File: src/rtl/perf_pkg.sv
// perf_pkg: shared types for the perf event collector
package perf_pkg;
  localparam int ID_W = 4;
  localparam int DATA_W = 32;
  typedef enum logic [0:0] {IDLE, DUMP} state_t;
  typedef struct packed {
    logic [ID_W-1:0] id;
    logic [DATA_W-1:0] data;
    logic last;
  } beat_t;
endpackage

File: src/rtl/perf_counter_cell.sv
// perf_counter_cell: saturating event counter where clear beats increment
module perf_counter_cell #(
  parameter int W = 32
) (
  input  logic         clk,
  input  logic         rst,
  input  logic         inc,
  input  logic         clear,
  output logic [W-1:0] cnt
);
  always_ff @(posedge clk or negedge rst)
    if (!rst) cnt <= '0;
    else cnt <= clear ? '0 : (inc && !(&cnt)) ? cnt + W'(1) : cnt;
endmodule

File: src/rtl/perf_event_collector.sv
// perf_event_collector: per-event counters, cycle counter, log window and snapshot dump
module perf_event_collector import perf_pkg::*; #(
  parameter int EVENT_NUM = 16,
  parameter int CNT_WIDTH = 32,
  parameter int CYCLE_WIDTH = 64,
  parameter int IW = $clog2(EVENT_NUM)
) (
  input  logic                   clk,
  input  logic                   rst,
  input  logic                   count_en,
  input  logic [EVENT_NUM-1:0]   event_i,
  input  logic                   clear,
  input  logic [CYCLE_WIDTH-1:0] win_start,
  input  logic [CYCLE_WIDTH-1:0] win_end,
  input  logic                   dump_req,
  output logic                   out_valid,
  input  logic                   out_ready,
  output logic [IW-1:0]          out_id,
  output logic [CNT_WIDTH-1:0]   out_data,
  output logic                   out_last,
  output logic                   busy,
  output logic [CYCLE_WIDTH-1:0] cycle_cnt,
  output logic                   log_valid
);
  logic [CNT_WIDTH-1:0] cnt [EVENT_NUM];
  logic [CNT_WIDTH-1:0] snap [EVENT_NUM];
  logic [IW-1:0] idx;
  state_t state;
  beat_t beat;
  logic last;
  for (genvar g = 0; g < EVENT_NUM; g++) begin : g_cell
    perf_counter_cell #(.W(CNT_WIDTH)) u_cell (
      .clk(clk), .rst(rst), .inc(count_en && event_i[g]), .clear(clear), .cnt(cnt[g])
    );
  end
  assign last = (state == DUMP) && (idx == IW'(EVENT_NUM - 1));
  assign beat = '{id: ID_W'(idx), data: DATA_W'(snap[idx]), last: last};
  assign out_valid = state == DUMP;
  assign busy = state == DUMP;
  assign out_id = beat.id[IW-1:0];
  assign out_data = beat.data[CNT_WIDTH-1:0];
  assign out_last = beat.last;
  always_ff @(posedge clk or negedge rst)
    if (!rst) begin
      state <= IDLE;
      idx <= '0;
      cycle_cnt <= '0;
      log_valid <= 1'b0;
      for (int i = 0; i < EVENT_NUM; i++) snap[i] <= '0;
    end else begin
      cycle_cnt <= cycle_cnt + CYCLE_WIDTH'(1);
      log_valid <= (cycle_cnt >= win_start) && (cycle_cnt < win_end);
      if (state == IDLE && dump_req) begin
        state <= DUMP;
        idx <= '0;
        for (int i = 0; i < EVENT_NUM; i++) snap[i] <= cnt[i];
      end else if (state == DUMP && out_ready) begin
        state <= last ? IDLE : DUMP;
        idx <= last ? '0 : idx + IW'(1);
      end
    end
endmodule

File: config.mk
export PLATFORM = sky130hd
export DESIGN_NAME = perf_event_collector
export DESIGN_NICKNAME = d
export VERILOG_FILES = /design/src/rtl/perf_pkg.sv /design/src/rtl/perf_counter_cell.sv /design/src/rtl/perf_event_collector.sv
export SDC_FILE = /design/constraint.sdc
export NUM_CORES = 2
export LEC_CHECK = 0
export ABC_AREA = 1
export CAP_MARGIN = 40
export CELL_PAD_IN_SITES_DETAIL_PLACEMENT = 2
export CELL_PAD_IN_SITES_GLOBAL_PLACEMENT = 2
export CORE_MARGIN = 8
export CORE_UTILIZATION = 37
export DETAILED_ROUTE_END_ITERATION = 8
export DONT_BUFFER_PORTS = 1
export GPL_TIMING_DRIVEN = 0
export HOLD_SLACK_MARGIN = 0.06
export PLACE_DENSITY = 0.83
export SETUP_SLACK_MARGIN = 0.3
export SYNTH_ARGS = -nofsm -noshare
export SYNTH_HDL_FRONTEND = slang
export SYNTH_HIERARCHICAL = 1
export SYNTH_SLANG_ARGS = --single-unit
File: constraint.sdc
create_clock -name clk -period 2.35 [get_ports clk]
set_input_delay 0.235 -clock clk [delete_from_list [all_inputs] [get_ports clk]]
set_output_delay 0.235 -clock clk [all_outputs]
set_load 0.01 [all_outputs]
==> impl_metrics.csv <==
group,metric,value,unit
sta,fin_crit,3.42,ns
sta,drv_slew,0,
hold_path,hold_start,"win_end[32]",
sta,finClkSkew,0.0228,ns
clock_network,clock_path_buffers,3,
sta,finalCritPeriodShare,1.45,
power_and_ir_drop,max-vdd-ir-drop,0.677,mV
logic_synthesis,synthCells,9625,
clock_network,clockRootBuffer,"clkbuf_16",
clock_network,cts.clk_slew.worst_paths,0.07,ns
logic_synthesis,synth_edf_count,0,
detailed_routing,drt-pass1-iter-count,5,
logic_synthesis,syn_area_per_cell,6.88,µm²
run_status,violations,"setup timing",
detailed_routing,vias_per_cell,5.63,
critical_path,worstSetupPathType,"flip-flop to output pin",
sta,finalSetupViolations,437,
place,place.gp.congestion,1.06,
grt,grt_usage,0.322,
logic_synthesis,synthArstFlopShare,1.00,
grt,met1_usage,0.419,
logic_synthesis,synth-seq-cells,1094,
floorplan,die_y,439,µm
run_status,status,"finished with violations",
floorplan,rows,155,
layout,syn_to_final_growth,18.4,%
power_and_ir_drop,powerDensity,740,nW/µm²
sta,timing.fmax,292,MHz
floorplan,die_w,439,µm
place,preCtsSetupSlack,-1.57,ns
detailed_routing,drt_iter0_markers,5227,
grt,grt-busiest-layer,"met2",
grt,grt_pass1_wl,476000,µm
layout,drive_gt1_frac,0.127,
floorplan,ios,254,
logic_synthesis,synth_area,66200,µm²
run,maxCapViolations,0,
hold_path,holdPathEnd,"log_valid",
critical_path,rrSetupSlack,0.10,ns
detailed_routing,wl,330000,µm
hold_path,hold_path_depth,7,
layout,nets,10200,
clock_network,cts_tree,"yes",
critical_path,worstReg2RegEnd,"log_valid",
clock_network,cts_sinks,1094,
critical_path,arrival,3.18,ns
grt,grt_pass1_vias,74200,
critical_path,required,2.12,ns
floorplan,core_area,178000,µm²
floorplan,die_area,193000,µm²
critical_path,crit_fanout,7,
layout,final_util,0.440,
critical_path,cp-end-kind,"output pin",
place,hpwl,239000,µm
sta,tightest_slew,1.03,ns
sta,whs,0.132,ns
detailed_routing,vias,69600,
place,io_buffer_count,0,
critical_path,reg2regPathDepth,9,
grt,use_met3,0.0445,
sta,hold_viol_final,0,
power_and_ir_drop,leakagePower,37.7,nW
sta,rsz0062_at_grt,"yes",
logic_synthesis,syn_nets,9920,
clock_network,clk_latency,0.80,ns
detailed_routing,wl_per_cell,26.7,µm
detailed_routing,postRouteAntennaNets,0,
clock_network,htreeDepth,4,
logic_synthesis,ys_types,44,
logic_synthesis,ys_seq_area_frac,0.413,
grt,grt_max_degree,1095,
critical_path,r2r-start,"cycle_cnt[31]",
floorplan,initial_utilization,0.372,
critical_path,start_kind,"flip-flop",
logic_synthesis,synth_top_flop_cell,"dfrtp_1",
grt,antenna_found_initial,7,
sta,fin_ws,-1.07,ns
hold_path,hp-class,"input port to flip-flop",
clock_network,numCtsBuffers,140,
layout,final_area,78400,µm²
detailed_routing,drc,0,
grt,met2_usage,0.520,
logic_synthesis,yosys_warnings,6,
grt,grt-ovfl-total,0,
sta,max-slew-margin-rel,0.311,
place,placed_cell_area,69300,µm²
## cells by family (layout without fill, tap and decap cells)
family	after synthesis	count (layout)	share of synthesized area
XOR/XNOR	191	191	0.0253
other	0	2	0
flip-flops	1094	1094	0.413
AO/OA/AOI/OAI	741	741	0.0620
buffers and inverters	1079	1455	0.0706
adder cells (fa/ha/maj)	145	145	0.0274
AND/OR/NAND/NOR	6375	6375	0.401
## report_power, final
group	internal (mW)	leakage, nW	switching, mW	total (mW)
clock	13.0	2.25	9.40	22.4
combinational	4.45	20.4	11.7	16.2
sequential	19.1	15.1	0.392	19.4
total	36.5	37.7	21.5	58.0
## worst max-delay path by stage
stage                     slack, ns       from                       end  depth (start not counted)
after global placement        -3.35   count_en  g_cell[4].u_cell/cnt[31]                          9
after floorplan                0.55  out_id[0]              out_data[14]                          7
final                         -1.07  out_id[0]               out_data[6]                          8
after CTS                      -1.0  out_id[0]               out_data[6]                          8
after detailed placement      -1.57  out_id[0]              out_data[26]                          7
after global routing          -1.01  out_id[0]               out_data[7]                          8
## worst max-delay path, stage by stage (launching register included)
cell and delay, ns:
dfrtp_2 0.51, clkbuf_16 0.21, clkinvlp_4 0.15, buf_12 0.20
clkbuf_16 0.19, nor2_4 0.08, o221ai_4 0.37, nand4_1 0.36
nand2_2 0.31
## cells in the mapped netlist (64+ instances only)
master | count | area, µm²
nand3_1 | 622 | 3110
o21ai_0 | 256 | 1280
clkbuf_1 | 226 | 848
xnor2_1 | 89 | 780
xor2_1 | 102 | 893
nor2_1 | 1060 | 3980
o21ai_1 | 160 | 801
nand4_1 | 182 | 1140
inv_1 | 673 | 2530
buf_6 | 64 | 721
ha_1 | 145 | 1810
dfrtp_1 | 1094 | 27400
a21oi_1 | 176 | 881
nand2_1 | 4198 | 15800
nor2_2 | 84 | 526
## metal layers
metal | share of wire | up-vias | wire length [µm]
met3 | 0.055 | 654 | 18000
li1 | - | 31000 | -
met4 | 0.062 | 6 | 20400
met1 | 0.42 | 36000 | 139000
met5 | 0.00012 | - | 40
met2 | 0.46 | 2006 | 152000
## state kept, by name, indices dropped and copies added (netlist names)
| signal | cells |
|---|---|
| log_valid | 1 |
| busy | 1 |
| cycle_cnt | 64 |
| snap | 512 |
| g_cell.u_cell/cnt | 512 |
| out_id | 4 |
## placed cells by master, fill, tap and decap left out, drive strengths merged, types with 17 or more instances in the layout
cell and n:
clkinv 63, o221ai 24, dlygate4sd3 21, nand4 182, nor2 1183, ha 145
buf 237, a21oi 176, nand3b 18, a221oi 40, xnor2 89, dfrtp 1094
nand3 625, o21ai 416, o22ai 43, xor2 102, o21bai 17, nor3 33
nand2 4302, inv 690, a22oi 17, clkbuf 421
## cell type report
cell class,count,area (µm²)
clock buffer,195,4000
inverter,723,2750
buffer,356,2580
antenna,2,5.00
fill,20800,99700
tap,2355,2950
sequential,1094,27500
multi-input combinational,7452,36400
clock inverter,53,606
timing repair buffer,128,1540
## stage by stage
step	TNS (ns)	power, mW	instances
floorplan	0	24.6	9625
global placement	-1056.42	30.5	12000
detailed placement	-108.19	30.7	12000
CTS	-30.09	55.8	12300
global route	-299.43	59.0	12400
finish	-194.98	58.0	12400
## timing repair
item | 4_1_cts | 5_1_grt
endpoints found under the hold margin | 1476 | 185
setup buffers | 8 | 67
pin swaps | 78 | 106
setup endpoints to repair | 737 | 985
cloned | 0 | 6
gates resized for setup | 573 | 432
hold buffers | 23 | 7
Note: power is estimated with default switching activity, not from simulation.
